<file path="src/rtl/risc_ctrl_pkg.sv">
// rtl/risc_ctrl_pkg.sv - shared states, opcode map and control encodings for the multicycle sequencer
package risc_ctrl_pkg;

    typedef enum logic [2:0] {
        ST_RESET  = 3'd0,
        ST_FETCH  = 3'd1,
        ST_DECODE = 3'd2,
        ST_EXEC   = 3'd3,
        ST_MEM    = 3'd4,
        ST_WB     = 3'd5,
        ST_HALT   = 3'd6
    } state_t;

    localparam logic [5:0] OP_RTYPE = 6'h00;
    localparam logic [5:0] OP_ADDI  = 6'h01;
    localparam logic [5:0] OP_SUBI  = 6'h02;
    localparam logic [5:0] OP_ANDI  = 6'h03;
    localparam logic [5:0] OP_XORI  = 6'h04;
    localparam logic [5:0] OP_LW    = 6'h08;
    localparam logic [5:0] OP_SW    = 6'h09;
    localparam logic [5:0] OP_BR    = 6'h10;
    localparam logic [5:0] OP_BNS   = 6'h16;
    localparam logic [5:0] OP_JAL   = 6'h18;
    localparam logic [5:0] OP_JR    = 6'h19;
    localparam logic [5:0] OP_HALT  = 6'h3F;

    localparam logic [5:0] FN_ADD = 6'h00;
    localparam logic [5:0] FN_XOR = 6'h03;

    localparam logic [1:0] RD_RS  = 2'b00;
    localparam logic [1:0] RD_RT  = 2'b01;
    localparam logic [1:0] RD_R31 = 2'b10;

    localparam logic [1:0] PC_INCR = 2'b00;
    localparam logic [1:0] PC_JTA  = 2'b01;
    localparam logic [1:0] PC_REG  = 2'b10;

    localparam logic [1:0] RID_MEM    = 2'b00;
    localparam logic [1:0] RID_ALU    = 2'b01;
    localparam logic [1:0] RID_INCRPC = 2'b10;
    localparam logic [1:0] RID_SHIFT  = 2'b11;

    localparam logic [2:0] BR_ALWAYS = 3'b000;
    localparam logic [2:0] BR_Z      = 3'b001;
    localparam logic [2:0] BR_NZ     = 3'b010;
    localparam logic [2:0] BR_CY     = 3'b011;
    localparam logic [2:0] BR_NCY    = 3'b100;
    localparam logic [2:0] BR_S      = 3'b101;
    localparam logic [2:0] BR_NS     = 3'b110;

    typedef struct packed {
        logic       pc_reset;
        logic       pc_write;
        logic       flag_en;
        logic [1:0] reg_dst;
        logic       write_en;
        logic       alu_imm;
        logic       alu_fn;
        logic       logic_fn;
        logic       fn_class;
        logic       reg_imm;
        logic       arith_logic;
        logic       left_right;
        logic       d_write;
        logic       d_read;
        logic [2:0] br_type;
        logic [1:0] pc_sel;
        logic [1:0] reg_in_data;
        logic       halted;
    } ctrl_t;

    function automatic logic is_shift_fn(input logic [5:0] fn);
        return fn[5:3] == 3'b010;
    endfunction

    function automatic logic is_alu_imm_op(input logic [5:0] op);
        return (op >= OP_ADDI) && (op <= OP_XORI);
    endfunction

    // Branch class covers unconditional and conditional branches plus jal/jr.
    function automatic logic is_branch_op(input logic [5:0] op);
        return ((op >= OP_BR) && (op <= OP_BNS)) || (op == OP_JAL) || (op == OP_JR);
    endfunction

    function automatic logic op_legal(input logic [5:0] op, input logic [5:0] fn);
        if (op == OP_RTYPE)
            return (fn <= FN_XOR) || is_shift_fn(fn);
        return is_alu_imm_op(op) || (op == OP_LW) || (op == OP_SW)
            || is_branch_op(op) || (op == OP_HALT);
    endfunction

endpackage

</file>
<file path="src/rtl/ctrl_decoder.sv">
// rtl/ctrl_decoder.sv - combinational control vector from state and latched instruction, plus legality of raw op/fn
module ctrl_decoder
    import risc_ctrl_pkg::*;
(
    input  state_t      state_i,
    input  logic [5:0]  ir_op_i,
    input  logic [5:0]  ir_fn_i,
    input  logic [5:0]  op_i,
    input  logic [5:0]  fn_i,
    output ctrl_t       ctrl_o,
    output logic        legal_o
);

    logic       is_r;
    logic       is_shift;
    logic       is_imm;
    logic       is_lw;
    logic       is_sw;
    logic       is_alu;
    logic       in_instr;
    logic [5:0] op_m1;
    logic [1:0] alu_code;

    assign legal_o  = op_legal(op_i, fn_i);
    assign is_r     = (ir_op_i == OP_RTYPE);
    assign is_shift = is_r && is_shift_fn(ir_fn_i);
    assign is_imm   = is_alu_imm_op(ir_op_i);
    assign is_lw    = (ir_op_i == OP_LW);
    assign is_sw    = (ir_op_i == OP_SW);
    assign is_alu   = (is_r && !is_shift) || is_imm;
    assign in_instr = (state_i == ST_EXEC) || (state_i == ST_MEM) || (state_i == ST_WB);
    assign op_m1    = ir_op_i - 6'd1;

    // Immediate opcodes 1..4 map onto the R-type fn codes 0..3; lw/sw use add.
    assign alu_code = is_imm ? op_m1[1:0] : (is_alu ? ir_fn_i[1:0] : 2'b00);

    always_comb begin
        ctrl_o = '0;
        if (in_instr) begin
            if (is_alu || is_lw || is_sw) begin
                ctrl_o.alu_imm  = is_imm || is_lw || is_sw;
                ctrl_o.fn_class = alu_code[1];
                ctrl_o.alu_fn   = !alu_code[1] && alu_code[0];
                ctrl_o.logic_fn = alu_code[1] && alu_code[0];
            end
            if (is_shift) begin
                ctrl_o.reg_imm     = ir_fn_i[2];
                ctrl_o.arith_logic = ir_fn_i[1];
                ctrl_o.left_right  = ir_fn_i[0];
            end
        end
        case (state_i)
            ST_RESET: begin
                ctrl_o.pc_reset = 1'b1;
                ctrl_o.pc_write = 1'b1;
            end
            ST_EXEC: begin
                ctrl_o.flag_en = is_alu;
                if (is_branch_op(ir_op_i)) begin
                    ctrl_o.pc_write = 1'b1;
                    if (ir_op_i == OP_JR) begin
                        ctrl_o.pc_sel = PC_REG;
                    end else if (ir_op_i == OP_JAL) begin
                        ctrl_o.pc_sel      = PC_JTA;
                        ctrl_o.reg_dst     = RD_R31;
                        ctrl_o.reg_in_data = RID_INCRPC;
                        ctrl_o.write_en    = 1'b1;
                    end else begin
                        ctrl_o.pc_sel  = PC_JTA;
                        ctrl_o.br_type = ir_op_i[2:0];
                    end
                end
            end
            ST_MEM: begin
                ctrl_o.d_read   = is_lw;
                ctrl_o.d_write  = is_sw;
                ctrl_o.pc_write = is_sw;
            end
            ST_WB: begin
                ctrl_o.write_en = 1'b1;
                ctrl_o.pc_write = 1'b1;
                if (is_lw) begin
                    ctrl_o.reg_dst     = RD_RT;
                    ctrl_o.reg_in_data = RID_MEM;
                end else begin
                    ctrl_o.reg_dst     = RD_RS;
                    ctrl_o.reg_in_data = is_shift ? RID_SHIFT : RID_ALU;
                end
            end
            ST_HALT: ctrl_o.halted = 1'b1;
            default: ;
        endcase
    end

endmodule

</file>
<file path="src/rtl/multicycle_control_unit.sv">
// rtl/multicycle_control_unit.sv - multicycle sequencer FSM, instruction latch and retired counter
module multicycle_control_unit
    import risc_ctrl_pkg::*;
#(
    parameter int RETIRE_W = 16
) (
    input  logic                clk,
    input  logic                rst_n,
    input  logic [5:0]          op,
    input  logic [5:0]          fn,
    output logic                PCReset,
    output logic                pc_write,
    output logic                flag_en,
    output logic [1:0]          regDst,
    output logic                writeEn,
    output logic                ALUimm,
    output logic                Alufn,
    output logic                logicfn,
    output logic                fnClass,
    output logic                RegImm,
    output logic                AL,
    output logic                leftright,
    output logic                DWrite,
    output logic                DRead,
    output logic [2:0]          brType,
    output logic [1:0]          PCSel,
    output logic [1:0]          RegInData,
    output logic                halted,
    output logic                illegal,
    output logic [RETIRE_W-1:0] retired
);

    localparam logic [RETIRE_W-1:0] RET_ONE = RETIRE_W'(1);

    state_t                state_q;
    state_t                state_d;
    logic [5:0]            ir_op_q;
    logic [5:0]            ir_fn_q;
    logic                  illegal_q;
    logic [RETIRE_W-1:0]   retired_q;
    ctrl_t                 ctrl;
    logic                  legal;

    ctrl_decoder u_dec (
        .state_i (state_q),
        .ir_op_i (ir_op_q),
        .ir_fn_i (ir_fn_q),
        .op_i    (op),
        .fn_i    (fn),
        .ctrl_o  (ctrl),
        .legal_o (legal)
    );

    always_comb begin
        state_d = ST_RESET;
        case (state_q)
            ST_RESET:  state_d = ST_FETCH;
            ST_FETCH:  state_d = ST_DECODE;
            ST_DECODE: state_d = (!legal || op == OP_HALT) ? ST_HALT : ST_EXEC;
            ST_EXEC: begin
                if (ir_op_q == OP_LW || ir_op_q == OP_SW)
                    state_d = ST_MEM;
                else if (is_branch_op(ir_op_q))
                    state_d = ST_FETCH;
                else
                    state_d = ST_WB;
            end
            ST_MEM:    state_d = (ir_op_q == OP_LW) ? ST_WB : ST_FETCH;
            ST_WB:     state_d = ST_FETCH;
            ST_HALT:   state_d = ST_HALT;
            default:   state_d = ST_RESET;
        endcase
    end

    always_ff @(posedge clk or negedge rst_n) begin
        if (!rst_n) begin
            state_q   <= ST_RESET;
            ir_op_q   <= '0;
            ir_fn_q   <= '0;
            illegal_q <= 1'b0;
            retired_q <= '0;
        end else begin
            state_q <= state_d;
            if (state_q == ST_DECODE) begin
                ir_op_q <= op;
                ir_fn_q <= fn;
                if (!legal)
                    illegal_q <= 1'b1;
            end
            // The PC load ending each instruction is what counts it as retired.
            if (ctrl.pc_write && state_q != ST_RESET)
                retired_q <= retired_q + RET_ONE;
        end
    end

    assign PCReset   = ctrl.pc_reset;
    assign pc_write  = ctrl.pc_write;
    assign flag_en   = ctrl.flag_en;
    assign regDst    = ctrl.reg_dst;
    assign writeEn   = ctrl.write_en;
    assign ALUimm    = ctrl.alu_imm;
    assign Alufn     = ctrl.alu_fn;
    assign logicfn   = ctrl.logic_fn;
    assign fnClass   = ctrl.fn_class;
    assign RegImm    = ctrl.reg_imm;
    assign AL        = ctrl.arith_logic;
    assign leftright = ctrl.left_right;
    assign DWrite    = ctrl.d_write;
    assign DRead     = ctrl.d_read;
    assign brType    = ctrl.br_type;
    assign PCSel     = ctrl.pc_sel;
    assign RegInData = ctrl.reg_in_data;
    assign halted    = ctrl.halted;
    assign illegal   = illegal_q;
    assign retired   = retired_q;

endmodule

</file>
<file path="config.mk">
export PLATFORM = sky130hd
export DESIGN_NAME = multicycle_control_unit
export DESIGN_NICKNAME = d
export VERILOG_FILES = /design/src/rtl/risc_ctrl_pkg.sv /design/src/rtl/ctrl_decoder.sv /design/src/rtl/multicycle_control_unit.sv
export SDC_FILE = /design/constraint.sdc
export NUM_CORES = 1
export LEC_CHECK = 0
export CAP_MARGIN = 20
export CORE_AREA = 2 2 86 55
export CTS_CLUSTER_SIZE = 30
export DETAILED_ROUTE_END_ITERATION = 8
export DIE_AREA = 0 0 88 57
export PLACE_DENSITY = 0.88
export REMOVE_ABC_BUFFERS = 1
export SYNTH_ARGS = -nofsm -noshare
export SYNTH_HDL_FRONTEND = slang
export SYNTH_HIERARCHICAL = 1
export SYNTH_SLANG_ARGS = --single-unit
</file>
<file path="constraint.sdc">
create_clock -name clk -period 3.4 [get_ports clk]
set_clock_uncertainty 0.15 [all_clocks]
set_input_delay 0.51 -clock clk [delete_from_list [all_inputs] [get_ports clk]]
set_output_delay 0.51 -clock clk [all_outputs]
set_load 0.02 [all_outputs]
</file>
# Word level (Yosys, flattened, before mapping)
# Index checks and enable logic that the tools add are counted.
[op_classes]
n_addsub = 2
order_cmp = 9
eq_ne = 17
muxes = 34
n_bitwise = 1
n_reduce_logical = 36
[op_table]
columns = ["operator", "count"]
rows = [
  ["2-to-1 mux 3 bit", 10],
  ["equality test 6 x 4 -> 1 bit, second input constant", 4],
  ["equality test 6 x 5 -> 1 bit, second input constant", 4],
  ["logical OR 1 bit", 18],
  ["one-hot mux 3 bit (6 select lines)", 1],
  ["adder 16 x 1 -> 16 bit, second input constant", 1],
  ["2-to-1 mux 2 bit", 8],
  ["2-to-1 mux 7 bit", 2],
  ["equality test 3 x 2 -> 1 bit, second input constant", 4],
  ["greater-or-equal comparator 6 x 1 -> 1 bit, second input constant", 2],
  ["greater-or-equal comparator 6 x 5 -> 1 bit, second input constant", 2],
  ["less-or-equal comparator 6 x 3 -> 1 bit, second input constant", 2],
  ["less-or-equal comparator 6 x 5 -> 1 bit, second input constant", 2],
  ["logical NOT 6 bit", 2],
  ["equality test 3 bit, second input constant", 3],
  ["logical AND 1 bit", 9],
  ["2-to-1 mux 1 bit", 8],
  ["equality test 6 bit, second input constant", 1],
  ["less-or-equal comparator 6 x 2 -> 1 bit, second input constant", 1],
  ["one-hot mux 3 bit (2 select lines)", 1],
  ["2-to-1 mux 5 bit", 1],
  ["2-to-1 mux 4 bit", 1],
  ["one-hot mux 2 bit (2 select lines)", 1],
  ["equality test 3 x 1 -> 1 bit, second input constant", 1],
  ["8 further kinds", 10],
]
[totals]
register_bits = 32
inputBits = 14
output_inout_bits = 40
elab_cells = 104

# Longest topological paths before layout
[logic_depth]
word_depth = 11
ltp_mapped = 10
ltp_nobuf = 10

# Cells and area by module
# Netlist, hierarchy kept.
[by_module_without_submodules]
columns = ["mod", "instances", "cells_each", "area_each_um2", "seq_area_each_um2"]
rows = [
  ["multicycle_control_unit", 1, 111, 1416.4, 800.8],
  ["ctrl_decoder", 1, 89, 531.8, 0.0],
]

# Worst setup path before layout
# No wires, ideal clock.
[synth_timing]
kind = "register to register"
startpoint = "register ir_op_q[1]"
endpoint = "register retired_q[10] (netlist: retired[10])"
setup_ns = 0.129
arrival_time_ns = 2.708
t_required_ns = 3.121
setup_slack_ns = 0.412
stages_incl_launch_ff = 11
path_buffers = 0
period_less_slack_ns = 2.988
path_cell_list = "dfrtp_1 > inv_1 > ha_1 > and3b_1 > a21oi_1 > mux2_2 > o21ai_0 > o31ai_4 > nor3_2 > nand4_1 > xnor2_1"
[synth_via]
elab_chain_cells = 7
word_cells_on_any_way = 11
cone_classes = "order compare: 2; eq/ne: 3; mux: 2; reduce/logical: 4"
[synth_rtl]
columns = ["element", "line_no", "text"]
rows = [
  ["start, declared", "multicycle_control_unit.sv:37", "logic [5:0] ir_op_q;"],
  ["start signal, assigned", "multicycle_control_unit.sv:85", "ir_op_q <= op;"],
  ["greater-or-equal comparator 6 x 5 -> 1 bit or less-or-equal comparator 6 x 5 -> 1 bit (tied branches)", "risc_ctrl_pkg.sv:82", "return ((op >= OP_BR) && (op <= OP_BNS)) || (op == OP_JAL) || (op == OP_JR);"],
  ["logical AND 1 bit", "risc_ctrl_pkg.sv:82", ""],
  ["logical OR 1 bit (2 in series)", "risc_ctrl_pkg.sv:82", ""],
  ["2-to-1 mux 1 bit", "ctrl_decoder.sv:59", "if (is_branch_op(ir_op_i)) begin"],
  ["one-hot mux 1 bit (3 select lines) *", "ctrl_decoder.sv:52", "case (state_i)"],
  ["net pc_write", "multicycle_control_unit.sv:12", "output logic pc_write,"],
  ["logical AND 1 bit *", "multicycle_control_unit.sv:91", "if (ctrl.pc_write && state_q != ST_RESET)"],
  ["end signal, assigned", "multicycle_control_unit.sv:92", "retired_q <= retired_q + RET_ONE;"],
  ["end, declared", "multicycle_control_unit.sv:40", "logic [RETIRE_W-1:0] retired_q;"],
]
# Mark *: on every way through the listed nets, which the timed path passes. The rest lies on a longest branch.
# A chain may end at the register's enable or synchronous reset.

# Worst setup path in the final report
[layout_timing]
startpoint = "register ir_op_q[0]"
endpoint = "output Alufn"
[layout_via]
elab_chain_cells = 11
word_cells_on_any_way = 19
cone_classes = "add/sub: 1; order compare: 2; eq/ne: 2; mux: 4; reduce/logical: 10"
[layout_rtl]
columns = ["element", "line_no", "text"]
rows = [
  ["branches (longest 9 deep; another with greater-or-equal comparator 6 x 1 -> 1 bit)", "--", ""],
  ["2-to-1 mux 4 bit *", "ctrl_decoder.sv:40", "if (is_alu || is_lw || is_sw) begin"],
  ["2-to-1 mux 7 bit *", "ctrl_decoder.sv:39", "if (in_instr) begin"],
  ["end, declared", "multicycle_control_unit.sv:17", "output logic Alufn,"],
]
# Every way passes the cells marked *.

==> flow_metrics.tcl <==
set metrics [dict create \
    floorplan.die.width_um 88 \
    fp.coreArea_sq_um 4303 \
    timing.final.setup_violations 0 \
    post_drt_wl_per_cell_um 13.41 \
    r2r_start "ir_op_q[1]" \
    holdCritPathClass "register to register" \
    internal_power_mw 1.120 \
    worst_hold_startpoint "illegal" \
    final_layout_size_suffix_gt1_frac 0.1111 \
    edff_count_synth 0 \
    final_min_period_over_clock_period 0.9678 \
    layout.area.seq_sq_um 800.8 \
    final_worst_path_period_need_ns 3.291 \
    cp-start-kind "register" \
    yosysWarningCount 6 \
    max_clock_freq_mhz 303.9 \
    clock_insertion_delay_worst_skew_ns 0.28 \
    initial_utilization 0.4527 \
    power.density_nw_per_um2 717.4 \
    cts_setup_buffers 0 \
    fp.dieArea_sq_um 5016 \
    timing.setup.tns_ns 0 \
    first_pass_grt_wire_length_um 7307 \
    tritoncts_num_sinks 32 \
    synth-seq-area-share 0.4110 \
    cts_htree_levels 2 \
    net-switching-power_uw 790.5 \
    stdcell_count 324 \
    ctsRootBufferMaster "clkbuf_8" \
    setup.reg_to_reg.worst_slack_ns 0.76 \
    dr.first_iter.drc_count 114 \
    ctsHoldBuffers 0 \
    mappedNetlistArea_sq_um 1948 \
    num-fill-cells 351 \
    worst-slew-pin-transition_ns 0.6740 \
    fin_area_sq_um 2663 \
    route.antenna.remaining_nets 0 \
    cp_class "register to output pin" \
    syn-mean-instance-area_sq_um 9.741 \
    worst-endpoint-arrival_ns 2.63 \
    num_vias 1714 \
    route.detailed.drc 0 \
    final_hold_viol_count 0 \
    critPathRequiredTime_ns 2.74 \
    critical_path_peak_fanout 7 \
    tritoncts "done" \
    gr-usage-all-layers 0.1872 \
    overflow 0 \
    timing.critical_path.to_type "output pin" \
    number_of_max_cap_violations 0 \
    routability_congestion_estimate_from_global_placement 0.7956 \
    multi_input_comb_area_sq_um 1096 \
    power_leakage_nw 1.139 \
    synthesis.instances 200 \
    floorplan.die.height_um 57 \
    share_clk_of_total_power 0.153 \
    pwr-share-comb 0.481 \
    relSlewSlack 0.5502 \
    power.switching_fraction 0.4138 \
    seq_power_share 0.366 \
    yosys_most_used_dff "dfrtp_1" \
    synth.lib_cells_used.distinct 52 \
    setup_slack_ns 0.1094 \
    input_output_buffers 53 \
    antenna_found_initial 0 \
    detail_route.first_pass.iterations 4 \
    top_level_ports 54 \
    yosys_register_bits 32 \
    placedCellCount 316 \
    dpl_cell_area_sq_um 2567 \
    share_of_flip_flops_with_an_asynchronous_set_or_reset 1.000 \
    vias_per_cell 5.290 \
    wl_um 4345 \
    antenna_cells_inserted 0 \
    clockBufferDepth 2 \
    vdd_drop_max_v 0.0004211 \
    final_common_cell "clkdlybuf4s50_1" \
    grt_setup_unrepaired "false" \
    top_library_cells_by_usage_in_the_layout_fill_and_taps_aside "clkdlybuf4s50_1, dfrtp_1, nand2_1" \
    status "completed" \
    report.final.slew_viol_count 0 \
    crit_path_start "ir_op_q[0]" \
    area.growth.synth_to_final_pct 36.67 \
    placementRows 19 \
    clk_transition_reported_paths_ns 0.06 \
    detailed_place_hpwl_um 3326 \
    nNetsFinal 278 \
    cts_buffers 5 \
    first_global_vias 1516 \
    place_ws_ns 0.2933 \
    grt_start_max_net_pins 33 \
]
[path summary, 6_finish.rpt]
path / end / depth (start not counted)
worst max-delay path: Alufn / 7
worst min-delay path: illegal / 1
worst max register to register: retired[10] / 11
worst min register to register: illegal / 1
max in group asynchronous: retired[1] / 2
min in group asynchronous: retired[10] / 2
[critical path, cell delays in order, from the launching register on]
cell             delay (ns)
dfrtp_1                0.45
inv_1                  0.13
ha_1                   0.23
nand2b_1               0.12
nor4_2                 0.44
nand3_1                0.17
o22ai_1                0.20
clkdlybuf4s50_1        0.62
[final cells by class]
type / count / area share
multi-input cells: 154 / 0.4117
repair buffers: 57 / 0.2101
well taps: 63 / 0.02961
inverters: 10 / 0.01410
flip-flops and latches: 32 / 0.3008
clock buffers: 8 / 0.03383
[flip-flops by register name, summed over array words and instances (netlist names)]
| signal | cells |
|---|---|
| illegal | 1 |
| retired | 16 |
| ir_op_q | 6 |
| ir_fn_q | 6 |
| state_q | 3 |
[power groups by stage]
| stage | combinational [mW] | sequential (mW) | clock [mW] |
|---|---|---|---|
| after floorplan | 0.561 | 0.710 | 0 |
| after global placement | 0.893 | 0.685 | 0 |
| after detailed placement | 0.909 | 0.700 | 0 |
| after CTS | 0.913 | 0.693 | 0.299 |
| after global routing | 1.00 | 0.729 | 0.318 |
| final | 0.919 | 0.699 | 0.292 |
[metrics by stage]
step,hold WS (ns),total power [mW],utilization
2_1_floorplan,0.06441,1.271,-
3_3_place_gp,0.3011,1.578,0.5967
3_5_place_dp,0.2954,1.608,0.5967
4_1_cts,0.3144,1.905,0.6173
5_1_grt,0.3304,2.047,0.6188
6_report,0.3121,1.910,0.6188
[routing by layer]
layer / global-route usage / share of wire / up-vias
met5: 0 / 0 / -
met4: 0.06593 / 0.013 / 0
met3: 0.04197 / 0.088 / 7
met2: 0.2468 / 0.39 / 82
met1: 0.2987 / 0.51 / 787
li1: - / - / 838
[kinds of logic after synthesis]
group                      share of synthesized area
and+or+nand+nor                               0.2788
DFF                                           0.4110
muxes                                        0.07514
AOI/OAI and AO/OA                             0.1124
adders and majority gates                    0.02569
buffers and inverters                        0.02954
xor gates and xnor gates                     0.06743
[synth_stat cells (2+ instances only)]
cell type	number	area share
o21ai_0	5	0.013
nor3_1	3	0.0077
dfrtp_1	32	0.41
clkbuf_1	2	0.0039
inv_1	9	0.017
mux2_1	7	0.040
nor2_1	9	0.017
nand3_1	10	0.026
nor3b_1	2	0.0077
nor4_1	3	0.0096
and4_1	3	0.013
nand4_1	5	0.016
a21oi_1	7	0.018
o22ai_1	2	0.0064
nand3b_1	2	0.0077
a21o_1	3	0.012
nand2b_1	4	0.013
nand2_1	21	0.040
and2_1	6	0.019
nor2b_1	4	0.013
mux2_2	6	0.035
and3_1	7	0.022
ha_1	4	0.026
xnor2_1	10	0.045
xor2_1	5	0.022
and3b_1	3	0.013
[repair_timing]
| item | 4_1_cts | 5_1_grt |
|---|---|---|
| resized for setup | 1 | 1 |
| pin swaps | 0 | 0 |
| endpoints found under the setup margin | 1 | 2 |
| hold endpoints to repair | 0 | 0 |
(Power assumes the default switching activity.)
